File: config.mk
export PLATFORM = sky130hd
export DESIGN_NAME = lbist_session_seq
export DESIGN_NICKNAME = d
export VERILOG_FILES = /design/src/rtl/lbist_session_seq.sv
export SDC_FILE = /design/constraint.sdc
export NUM_CORES = 1
export LEC_CHECK = 0
export CAP_MARGIN = 20
export CELL_PAD_IN_SITES_DETAIL_PLACEMENT = 0
export CELL_PAD_IN_SITES_GLOBAL_PLACEMENT = 1
export CORE_UTILIZATION = 25
export DETAILED_ROUTE_END_ITERATION = 6
export PLACE_DENSITY = 0.88
export SYNTH_ARGS = -nofsm -noshare
export SYNTH_HDL_FRONTEND = slang
export SYNTH_SLANG_ARGS = --single-unit
File: constraint.sdc
create_clock -name clk -period 2.24 [get_ports clk]
set_clock_uncertainty 0.2 [all_clocks]
set_input_delay 0.56 -clock clk [delete_from_list [all_inputs] [get_ports clk]]
set_output_delay 0.56 -clock clk [all_outputs]
set_load 0.05 [all_outputs]
File: src/rtl/lbist_session_seq.sv
// Multi-seed LBIST session sequencer: reset / seed-load / shift-capture loop per
// ROM seed, with a MISR-vs-golden compare and a sticky first-failure record.
module lbist_session_seq #(
  parameter int N_MISR     = 64,
  parameter int SEED_AW    = 4,
  parameter int N_SEEDS    = 16,
  parameter int SHIFT_LEN  = 32,
  parameter int N_PATTERNS = 256,
  parameter int RST_CYCLES = 4
) (
  input  logic               clk,
  input  logic               rst,
  input  logic               start_i,
  input  logic               abort_i,
  input  logic [N_MISR-1:0]  misr_sig_i,
  input  logic [N_MISR-1:0]  golden_i,
  output logic [SEED_AW-1:0] seed_addr_o,
  output logic               lfsr_ld_o,
  output logic               lfsr_en_o,
  output logic               misr_en_o,
  output logic               scan_en_o,
  output logic               dut_reset_o,
  output logic               lfsr_misr_reset_o,
  output logic               busy_o,
  output logic               done_o,
  output logic               pass_o,
  output logic [SEED_AW-1:0] fail_seed_o,
  output logic               aborted_o
);

  localparam int RW = $clog2(RST_CYCLES) + 1;
  localparam int SW = $clog2(SHIFT_LEN) + 1;
  localparam int PW = $clog2(N_PATTERNS) + 1;

  localparam logic [RW-1:0]      RST_LAST  = RW'(RST_CYCLES - 1);
  localparam logic [SW-1:0]      SH_LAST   = SW'(SHIFT_LEN - 1);
  localparam logic [PW-1:0]      PAT_LAST  = PW'(N_PATTERNS - 1);
  localparam logic [SEED_AW-1:0] SEED_LAST = SEED_AW'(N_SEEDS - 1);

  localparam logic [2:0] S_IDLE    = 3'd0;
  localparam logic [2:0] S_RST_SEQ = 3'd1;
  localparam logic [2:0] S_LOAD    = 3'd2;
  localparam logic [2:0] S_SHIFT   = 3'd3;
  localparam logic [2:0] S_CAPTURE = 3'd4;
  localparam logic [2:0] S_COMPARE = 3'd5;
  localparam logic [2:0] S_DONE    = 3'd6;

  logic [2:0]         state, n_state;
  logic [RW-1:0]      rst_cnt, n_rst_cnt;
  logic [SW-1:0]      sh_cnt, n_sh_cnt;
  logic [PW-1:0]      pat_cnt, n_pat_cnt;
  logic [SEED_AW-1:0] n_seed, n_fail_seed;
  logic               fail_flag, n_fail_flag;
  logic               n_aborted;
  logic               busy_st;

  assign busy_st = (state != S_IDLE) && (state != S_DONE);

  always_comb begin
    n_state     = state;
    n_rst_cnt   = rst_cnt;
    n_sh_cnt    = sh_cnt;
    n_pat_cnt   = pat_cnt;
    n_seed      = seed_addr_o;
    n_fail_seed = fail_seed_o;
    n_fail_flag = fail_flag;
    n_aborted   = 1'b0;
    if (busy_st && abort_i) begin
      n_state   = S_IDLE;
      n_aborted = 1'b1;
    end else begin
      case (state)
        S_IDLE, S_DONE: begin
          if (start_i) begin
            n_state     = S_RST_SEQ;
            n_rst_cnt   = '0;
            n_seed      = '0;
            n_fail_flag = 1'b0;
            n_fail_seed = '0;
          end
        end
        S_RST_SEQ: begin
          if (rst_cnt == RST_LAST) n_state = S_LOAD;
          else                     n_rst_cnt = rst_cnt + RW'(1);
        end
        S_LOAD: begin
          n_state   = S_SHIFT;
          n_sh_cnt  = '0;
          n_pat_cnt = '0;
        end
        S_SHIFT: begin
          if (sh_cnt == SH_LAST) n_state = S_CAPTURE;
          else                   n_sh_cnt = sh_cnt + SW'(1);
        end
        S_CAPTURE: begin
          n_pat_cnt = pat_cnt + PW'(1);
          n_sh_cnt  = '0;
          n_state   = (pat_cnt == PAT_LAST) ? S_COMPARE : S_SHIFT;
        end
        S_COMPARE: begin
          if ((misr_sig_i != golden_i) && !fail_flag) begin
            n_fail_flag = 1'b1;
            n_fail_seed = seed_addr_o;
          end
          if (seed_addr_o == SEED_LAST) begin
            n_state = S_DONE;
          end else begin
            n_seed    = seed_addr_o + SEED_AW'(1);
            n_rst_cnt = '0;
            n_state   = S_RST_SEQ;
          end
        end
        default: n_state = S_IDLE;
      endcase
    end
  end

  // Outputs are registered from the next-state decode so they line up with the state register.
  always_ff @(posedge clk or posedge rst) begin
    if (rst) begin
      state             <= S_IDLE;
      rst_cnt           <= '0;
      sh_cnt            <= '0;
      pat_cnt           <= '0;
      seed_addr_o       <= '0;
      fail_seed_o       <= '0;
      fail_flag         <= 1'b0;
      aborted_o         <= 1'b0;
      lfsr_ld_o         <= 1'b0;
      lfsr_en_o         <= 1'b0;
      misr_en_o         <= 1'b0;
      scan_en_o         <= 1'b0;
      dut_reset_o       <= 1'b1;
      lfsr_misr_reset_o <= 1'b0;
      busy_o            <= 1'b0;
      done_o            <= 1'b0;
      pass_o            <= 1'b0;
    end else begin
      state             <= n_state;
      rst_cnt           <= n_rst_cnt;
      sh_cnt            <= n_sh_cnt;
      pat_cnt           <= n_pat_cnt;
      seed_addr_o       <= n_seed;
      fail_seed_o       <= n_fail_seed;
      fail_flag         <= n_fail_flag;
      aborted_o         <= n_aborted;
      lfsr_ld_o         <= (n_state == S_LOAD);
      lfsr_en_o         <= (n_state == S_SHIFT) || (n_state == S_CAPTURE);
      misr_en_o         <= (n_state == S_SHIFT);
      scan_en_o         <= (n_state == S_SHIFT);
      dut_reset_o       <= (n_state != S_RST_SEQ);
      lfsr_misr_reset_o <= (n_state == S_RST_SEQ);
      busy_o            <= (n_state != S_IDLE) && (n_state != S_DONE);
      done_o            <= (n_state == S_DONE);
      pass_o            <= (n_state == S_DONE) && !n_fail_flag;
    end
  end

endmodule

==> flow_summary_export.csv, run 1 <==
group,metric,value,unit
clock_network,htree_levels,2,
logic_synthesis,ys.flop_type,"dfrtp_1",
power_and_ir_drop,power.total,2.93,mW
floorplan,die_h,107,um
logic_synthesis,synthTopCellsByCount,"xor2_1, dfrtp_1, nand2_1",
timing,setup_viol,1,
floorplan,dieArea,0.0114,sq mm
route,routed_wl,9750,um
setup_path,required,2.22,ns
power_and_ir_drop,p_per_area,585,mW/mm^2
logic_synthesis,synthesis.nets,435,
setup_path,startpoint_type,"input pin",
timing,rsz0062_at_grt,"true",
setup_path,path_max_fanout,2,
setup_path,path_delay_family,"simple AND/OR/NAND/NOR gates",
setup_path,path_cells,"dlygate4sd2_1 > xor2_1 > nor4_2 > nand4_1 > nor4_4 > nor3_2 > a2111oi_4",
clock_network,clkTransAtPathRegs,0.08,ns
power_and_ir_drop,seqPwrFrac,31.6,%
floorplan,core_area,0.0105,sq mm
cells_and_area,syn2layout_area_growth,81.5,%
placed_design,hpwl,7780,um
logic_synthesis,synth_seq_cells,39,
setup_path,critical_path_class,"in -> reg",
placed_design,dpl_cell_area,0.00467,sq mm
job,drv_cap,0,
clock_network,cts_made_buffers,5,
logic_synthesis,async_flop_share,100,%
setup_path,worstPathBufferInverterCount,1,
timing,report.final.slew_viol_count,0,
placed_design,portBuffers,149,
route,wl_per_cell,15.3,um
route,dr.first_iter.drc_count,112,
timing,min_period,2.26,ns
run_status,status,"finished with violations",
timing,finalHoldViolCount,0,
placed_design,place.gp.congestion,0.901,
logic_synthesis,synthAdderAreaFrac,2.72,%
power_and_ir_drop,swShare,37.9,%
setup_path,cp.arrival,2.25,ns
clock_network,cts.sinks,39,
cells_and_area,fin_area,0.00500,sq mm
power_and_ir_drop,clkPwrFrac,20.8,%
route,drc,0,
logic_synthesis,yosysSeqAreaShare,35.5,%
power_and_ir_drop,combPwrFrac,47.6,%
power_and_ir_drop,power.leakage,2.45,nW
logic_synthesis,syn-mean-instance-area,9.28,sq um
clock_network,cts.path.max_buffers,2,
cells_and_area,layout-drive-gt1-share,28.8,%
hold_path,hold_path.class,"reg -> reg",
logic_synthesis,yosys-top-cells-area,"dfrtp_1, xor2_1, nor4_1",
run_status,violations,"negative setup slack",
floorplan,io-pin-count,150,
cells_and_area,nFillCells,990,
route,dr_total_vias,2891,
timing,fin_crit_sh,101,%
logic_synthesis,synth.most_common_cell,"xor2_1",
logic_synthesis,synth_cells,297,
clock_network,cts-root-buf,"clkbuf_8",
floorplan,die_w,107,um
cells_and_area,num-nets-final,634,
logic_synthesis,yosysTopAreaCellShare,34.5,%
setup_path,crit_path_max_incr_delay,0.35,ns
route,dr.pass1.iters,4,
logic_synthesis,synth_xor_area_share,24.1,%
timing,setup_slack,-0.0218,ns
logic_synthesis,syn-cell-area,0.00276,sq mm
logic_synthesis,yosysTopAreaCell,"dfrtp_1",
power_and_ir_drop,power.internal,1.82,mW
route,ant_nets,0,
global_route,grt_max_degree,40,
logic_synthesis,synth-simple-area-share,22.4,%
logic_synthesis,synth_compound_area_share,10.7,%
global_route,grt_pass1_vias,2957,
timing,worst_pin_slew,0.415,ns
global_route,antenna_found_initial,3,
logic_synthesis,synth_mux_area_share,1.86,%
clock_network,cts_tree,"done",
floorplan,rows,37,
power_and_ir_drop,ir_worst_vdd,649,uV
clock_network,clock_latency,0.29,ns
timing,relSlewSlack,72.1,%
global_route,groute.usage.overall,17.1,%
timing,max_freq,0.442,GHz
power_and_ir_drop,power_switching,1.11,mW
placed_design,dp_slack,-0.663,ns
logic_synthesis,synthDistinctLibCells,50,
global_route,grt-ovfl-total,0,
route,route.detailed.vias_per_inst,4.55,
logic_synthesis,synth_warnings,0,
setup_path,slowest_stage,"nor4_4",
setup_path,end_kind,"flip-flop",
floorplan,initial_core_util,26.2,%
global_route,grt_pass1_wl,15200,um
logic_synthesis,synth_top_family_by_area,"XOR/XNOR gates",
timing,whs,0.288,ns
logic_synthesis,synth_edf_count,0,
[metrics by stage]
step / util (%) / TNS [ns] / instances
global placement: 44.4 / -4.90 / 617
detailed placement: 44.4 / -4.96 / 617
finish: 47.6 / -0.0218 / 635
CTS: 45.9 / -0.0337 / 629
floorplan: - / 0 / 297
global route: 47.6 / -0.370 / 635
[sequential cells by signal (all words and copies together) (netlist names)]
name and flops:
done_o 1, fail_flag 1, fail_seed_o 4, pass_o 1, busy_o 1, rst_cnt 3
seed_addr_o 4, lfsr_en_o 1, scan_en_o 1, sh_cnt 6, state 3, pat_cnt 9
dut_reset_o 1, lfsr_ld_o 1, aborted_o 1, lfsr_misr_reset_o 1
[layout by cell type, fill, tap and decap left out, types with 12 or more instances in the layout]
cell	n
o21ai_0	12
dfrtp_1	37
dlymetal6s2s_1	18
nand2_1	24
xor2_1	63
buf_4	67
clkdlybuf4s15_1	31
dlygate4sd2_1	68
nor2_1	20
nor4_2	12
[timing repair]
action,4_1_cts,5_1_grt
endpoints found under the setup margin,10,12
buffers inserted,4,5
resized for setup,133,88
gates cloned,0,0
pin swaps,62,48
hold buffers,0,0
[cells by family after synthesis]
| kind of cell | count (synthesis) |
|---|---|
| xor gates and xnor gates | 76 |
| muxes | 5 |
| DFF | 39 |
| and+or+nand+nor | 110 |
| adders and majority gates | 6 |
| AOI/OAI and AO/OA | 44 |
| buffers and inverters | 17 |
[power by group through the flow]
stage               Clock [mW]  Combinational [mW]  Sequential (mW)
finish                   0.609                1.39            0.927
global route             0.654                1.51            0.945
CTS                      0.628                1.34            0.926
detailed placement           0                1.36            0.937
global placement             0                1.33            0.934
floorplan                    0               0.559             1.11
[tightest hold or removal path, stage by stage, from the launching register on]
cell     delay (ns)
dfrtp_1        0.35
nand2_1        0.05
o21ai_0        0.06
[cell type report]
cell class                      instances  area (sq um)  area share [%]
Antenna cell                            2          5.00           0.100
Clock buffer                            6          82.6            1.65
Clock inverter                          2          35.0           0.700
Inverter                                9          33.8           0.675
Multi-Input combinational cell        241          1950            38.9
Sequential cell                        39           978            19.6
Tap cell                              136           170            3.40
Timing Repair Buffer                  200          1750            35.0
[path summary, 6_finish.rpt]
kind                                      from     endpoint  slack, ns  cells after the start
worst max register to register      pat_cnt[1]       pass_o       0.04                     10
min in group asynchronous                  rst    aborted_o       0.43                      3
worst min-delay path                rst_cnt[1]   rst_cnt[1]       0.29                      2
worst min register to register      rst_cnt[1]   rst_cnt[1]       0.29                      2
max in group asynchronous                  rst  dut_reset_o       1.14                      3
worst max-delay path            misr_sig_i[61]       pass_o      -0.02                      7
[layer usage]
| layer | vias up | GRT usage, % | routed length, um |
|---|---|---|---|
| li1 | 1427 | - | - |
| met3 | 14 | 3.34 | 354 |
| met1 | 1379 | 22.7 | 4380 |
| met2 | 69 | 28.8 | 4860 |
| met4 | 2 | 3.42 | 140 |
| met5 | - | 0 | 10 |
No activity file was read; power rests on OpenSTA's default activity.
==> inputs of run 2 (changes only) <==
CORE_MARGIN = 2   (was unset)
==> run 2 against run 1 <==
The flow now finishes without violations; worst hold slack better by 0.029 ns; sequential share of layout area up 0.15 points; total power increased by 1.7%; sequential cell count unchanged; setup slack improved by 0.039 ns; clock power up 16%; non-clock buffer count down 14; cell count is 1.9% lower.
==> flow_summary_export.csv, run 2 (synthesis results as in run 1) <==
group,metric,value,unit
run_status,status,"finished, final reports clean",
clock_network,clkTransAtPathRegs,0.08,ns
placed_design,portBuffers,149,
timing,setup_viol,0,
cells_and_area,nFillCells,1057,
cells_and_area,seq_area,977,sq um
route,ant_nets,0,
route,dr.pass1.iters,4,
floorplan,core_area,0.0108,sq mm
cells_and_area,layout_common_cells,"xor2_1, buf_4, dlygate4sd2_1, dfrtp_1, clkdlybuf4s15_1",
route,dr.first_iter.drc_count,122,
floorplan,die_w,109,um
setup_path,startpoint_type,"input pin",
placed_design,dp_slack,-0.697,ns
clock_network,clock_latency,0.29,ns
floorplan,io-pin-count,150,
cells_and_area,num-nets-final,620,
cells_and_area,reg_top3,"pat_cnt: 9 flops, sh_cnt: 6 flops",
route,route.detailed.vias_per_inst,4.52,
global_route,groute.usage.overall,16.2,%
timing,fin_crit_sh,99.2,%
cells_and_area,largest_register_ffs,9,
cells_and_area,syn2layout_area_growth,79.9,%
route,routed_wl,9810,um
global_route,grt_pass1_wl,14800,um
floorplan,dieArea,0.0119,sq mm
timing,min_period,2.22,ns
timing,setup_slack,0.0177,ns
power_and_ir_drop,ir_worst_vdd,452,uV
global_route,grt_max_degree,40,
clock_network,cts-root-buf,"clkbuf_8",
setup_path,worst_path_most_repeated_cell,"nor4_4",
setup_path,slowest_stage,"nor4_4",
setup_path,cp.arrival,2.18,ns
cells_and_area,fin_util,46.0,%
setup_path,crit_path_max_incr_delay,0.39,ns
global_route,antenna_found_initial,0,
timing,worst_pin_slew,0.404,ns
setup_path,path_cells,"clkdlybuf4s15_1 > xor2_1 > nor4_2 > nand4_1 > nor4_4 > buf_4 > nor4_4 > mux2i_1",
timing,max_freq,0.450,GHz
floorplan,die_h,109,um
cells_and_area,diodes,0,
setup_path,required,2.20,ns
cells_and_area,top_register,"pat_cnt",
timing,rsz0062_at_grt,"true",
clock_network,cts.sinks,39,
floorplan,initial_core_util,25.5,%
cells_and_area,layout_commonest_cell,"xor2_1",
placed_design,hpwl,7990,um
clock_network,cts_tree,"done",
global_route,grt_pass1_vias,2883,
clock_network,cts.path.max_buffers,2,
timing,report.final.slew_viol_count,0,
job,drv_cap,0,
hold_path,hold_path.class,"reg -> reg",
placed_design,dpl_cell_area,0.00462,sq mm
clock_network,htree_levels,2,
global_route,grt-ovfl-total,0,
setup_path,path_max_fanout,4,
route,drc,0,
power_and_ir_drop,power.leakage,2.40,nW
cells_and_area,layout-drive-gt1-share,32.3,%
clock_network,cts_made_buffers,5,
floorplan,rows,38,
cells_and_area,fin_area,0.00496,sq mm
cells_and_area,multiInputGateArea,0.00203,sq mm
setup_path,critical_path_class,"in -> reg",
timing,relSlewSlack,72.8,%
route,dr_total_vias,2813,
setup_path,end_kind,"flip-flop",
power_and_ir_drop,p_per_area,600,mW/mm^2
placed_design,place.gp.congestion,0.997,
route,wl_per_cell,15.7,um
timing,finalHoldViolCount,0,
## run 2: changes by cell type in the layout (fill, tap and decap cells not counted), moves of 3 or more
| cell | before | now |
|---|---|---|
| clkbuf_2 | 11 | 25 |
| xor2_2 | 9 | 16 |
| dlygate4sd2_1 | 68 | 52 |
| xor2_1 | 63 | 56 |
| buf_6 | 1 | 5 |
| buf_4 | 67 | 53 |
| clkdlybuf4s15_1 | 31 | 27 |
| a21oi_2 | 2 | 5 |
| a21oi_1 | 11 | 8 |
## run 2: path summary, 6_finish.rpt
| kind | slack, ns | depth (start not counted) | start | to |
|---|---|---|---|---|
| worst max-delay path | 0.02 | 8 | golden_i[20] | fail_seed_o[0] |
| max in group asynchronous | 1.15 | 3 | rst | dut_reset_o |
| worst min register to register | 0.32 | 2 | rst_cnt[1] | rst_cnt[1] |
| worst max register to register | 0.05 | 10 | pat_cnt[0] | busy_o |
| min in group asynchronous | 0.44 | 3 | rst | scan_en_o |
| worst min-delay path | 0.32 | 2 | rst_cnt[1] | rst_cnt[1] |
## run 2: critical path, delay by kind of cell
kind          cells  cell delay (ns)
simple gates      4             0.95
buf+inv           2             0.37
xor+xnor          1             0.16
mux               1             0.13
## run 2: final cells by class
cell class / instances / share of cell area, %
inverters: 9 / 0.681
clock buffers: 5 / 1.39
clock inverters: 3 / 1.36
repair buffers: 186 / 32.4
well taps: 140 / 3.53
flip-flops and latches: 39 / 19.7
multi-input cells: 241 / 41.0
## run 2: power breakdown
group / internal, mW / switching [mW] / leakage [nW] / total [mW]
Combinational: 0.592 / 0.753 / 1.82 / 1.34
Sequential: 0.828 / 0.101 / 0.525 / 0.929
Clock: 0.444 / 0.261 / 0.0644 / 0.706
## run 2: through the flow
step	cells	TNS, ns	hold slack, ns	power (mW)
floorplan	297	0	0.254	1.66
global placement	614	-4.44	0.270	2.23
detailed placement	614	-4.98	0.293	2.26
CTS	621	-0.0866	0.321	2.94
global route	623	-0.331	0.358	3.18
finish	623	0	0.317	2.98
## run 2: metal layers
metal	up-vias	global-route usage [%]	wire, um
met3	18	2.75	484
met1	1326	20.5	4080
met5	-	0	0
li1	1387	-	-
met4	0	4.03	214
met2	82	28.6	5030
## run 2: repair_timing
item | in CTS | in global routing
buffers inserted | 1 | 2
pin swaps | 52 | 52
hold buffers | 0 | 0
endpoints found under the setup margin | 10 | 11
resized for setup | 138 | 137
==> inputs of run 3 (changes only) <==
--- a/config.mk
+++ b/config.mk
@@ -12,4 +12,5 @@
 export CORE_UTILIZATION = 25
 export DETAILED_ROUTE_END_ITERATION = 6
+export GPL_TIMING_DRIVEN = 0
 export PLACE_DENSITY = 0.88
 export SYNTH_ARGS = -nofsm -noshare
--- a/constraint.sdc
+++ b/constraint.sdc
@@ -3,3 +3,3 @@
 set_input_delay 0.56 -clock clk [delete_from_list [all_inputs] [get_ports clk]]
 set_output_delay 0.56 -clock clk [all_outputs]
-set_load 0.05 [all_outputs]
+set_load 0.005 [all_outputs]
==> run 3 against run 2 <==
Sequential share of layout area is 1.5 points higher; cell count shrank 2.7%; global-route usage fell by 0.50 points; setup slack gained 0.0095 ns; largest power group unchanged; final area shrank 7.1%; critical path depth is 1 higher; via count shrank 1.3%; clock power shrank 35%; total power fell by 18%; sequential cell count is the same.
==> flow_summary_export.csv, run 3 (synthesis results as in run 1) <==
group,metric,value,unit
floorplan,core_area,0.0108,sq mm
floorplan,initial_core_util,25.5,%
route,routed_wl,9670,um
global_route,antenna_found_initial,1,
timing,relSlewSlack,45.6,%
clock_network,cts.sinks,39,
timing,report.final.slew_viol_count,0,
global_route,grt-ovfl-total,0,
timing,min_period,2.21,ns
route,drc,0,
route,dr_total_vias,2777,
timing,worst_pin_slew,0.815,ns
power_and_ir_drop,ir_worst_vdd,351,uV
hold_path,hold_path.class,"reg -> reg",
setup_path,critical_path_class,"reg -> reg",
floorplan,die_w,109,um
route,wl_per_cell,16.0,um
cells_and_area,nFillCells,1099,
run_status,status,"finished, final reports clean",
power_and_ir_drop,power.leakage,2.18,nW
route,dr.pass1.iters,4,
cells_and_area,syn2layout_area_growth,67.2,%
cells_and_area,layout_commonest_cell,"xor2_1",
job,drv_cap,0,
route,route.detailed.vias_per_inst,4.58,
power_and_ir_drop,power.total,2.43,mW
clock_network,cts-root-buf,"clkbuf_8",
cells_and_area,layout_common_cells,"xor2_1, dlygate4sd2_1, dfrtp_1, clkbuf_2, clkdlybuf4s15_1",
timing,finalHoldViolCount,0,
clock_network,cts.path.max_buffers,2,
cells_and_area,reg_top3,"pat_cnt: 9 flops, sh_cnt: 6 flops",
clock_network,htree_levels,2,
setup_path,required,2.22,ns
placed_design,hpwl,7620,um
global_route,grt_max_degree,40,
cells_and_area,top_register,"pat_cnt",
setup_path,cp.arrival,2.20,ns
timing,max_freq,0.452,GHz
timing,whs,0.289,ns
setup_path,path_max_fanout,5,
floorplan,rows,38,
route,dr.first_iter.drc_count,61,
cells_and_area,num-nets-final,602,
timing,rsz0062_at_grt,"true",
placed_design,portBuffers,148,
placed_design,place.gp.congestion,0.888,
global_route,grt_pass1_wl,14200,um
clock_network,cts_made_buffers,5,
timing,fin_crit_sh,98.8,%
floorplan,io-pin-count,150,
route,ant_nets,0,
global_route,grt_pass1_vias,2846,
cells_and_area,largest_register_ffs,9,
clock_network,clock_latency,0.29,ns
power_and_ir_drop,p_per_area,528,mW/mm^2
global_route,groute.usage.overall,15.7,%
cells_and_area,layout-drive-gt1-share,23.9,%
clock_network,cts_tree,"done",
clock_network,clkTransAtPathRegs,0.07,ns
setup_path,end_kind,"flip-flop",
floorplan,die_h,109,um
floorplan,dieArea,0.0119,sq mm
setup_path,startpoint_type,"flip-flop",
timing,setup_viol,0,
==> run 3: cell types whose count changed in the layout (fill, tap and decap cells not counted), moves of 3 or more <==
cell,previous run,this run
dlygate4sd2_1,52,46
clkdlybuf4s15_1,27,34
clkbuf_2,25,35
dlymetal6s2s_1,20,14
clkdlybuf4s50_1,3,19
xor2_1,56,66
buf_6,5,0
buf_2,0,4
buf_4,53,14
clkbuf_1,0,3
xor2_2,16,6
==> run 3: critical path: stages, from the launching register on <==
cell       delay [ns]
dfrtp_1          0.38
and3_4           0.19
and3_4           0.18
and3_4           0.19
ha_4             0.15
nand2b_1         0.06
a21oi_1          0.14
a21oi_1          0.07
o21a_2           0.27
a2111oi_2        0.27
==> run 3: per-stage QoR <==
step	worst slack, ns	instances	TNS (ns)	utilization, %	area (sq um)
floorplan	0.0673	297	0	-	2760
global placement	-0.838	585	-14.56	40.9	4420
detailed placement	-0.759	585	-5.07	40.9	4420
CTS	-0.0527	602	-0.0527	42.1	4550
global route	-0.0573	606	-0.230	42.7	4610
finish	0.0273	606	0	42.7	4610
==> run 3: area by class of cell <==
cell class / count / area, sq um / share of cell area (%)
Timing Repair Buffer: 160 / 1370 / 29.8
Clock buffer: 7 / 76.3 / 1.66
Clock inverter: 1 / 5.00 / 0.109
Tap cell: 140 / 175 / 3.80
Multi-Input combinational cell: 241 / 1920 / 41.7
Sequential cell: 39 / 977 / 21.2
Buffer: 8 / 42.5 / 0.923
Inverter: 9 / 33.8 / 0.733
Antenna cell: 1 / 2.50 / 0.0543
==> run 3: per-layer routing <==
metal	routed length (um)	track usage [%]	vias up
met5	0	0	-
met4	203	4.76	0
met3	463	2.33	15
met2	4870	27.6	69
met1	4130	19.8	1329
li1	-	-	1364
==> run 3: final timing paths <==
path	endpoint	start	slack, ns	depth (start not counted)
min	rst_cnt[1]	rst_cnt[1]	0.29	2
min in group asynchronous	sh_cnt[2]	rst	0.55	2
max reg2reg	pass_o	pat_cnt[5]	0.03	9
max in group asynchronous	seed_addr_o[2]	rst	0.77	2
min reg2reg	rst_cnt[1]	rst_cnt[1]	0.29	2
max	pass_o	pat_cnt[5]	0.03	9
==> run 3: where the power goes <==
group	internal (mW)	switching (mW)	total (mW)
logic	0.527	0.533	1.06
clock network	0.219	0.237	0.456
registers	0.828	0.0906	0.919
==> run 3: timing repair <==
item | 4_1_cts | 5_1_grt
gates resized for setup | 139 | 129
pin swaps | 61 | 64
setup buffers | 9 | 3
endpoints found under the setup margin | 11 | 15
hold buffers | 0 | 0
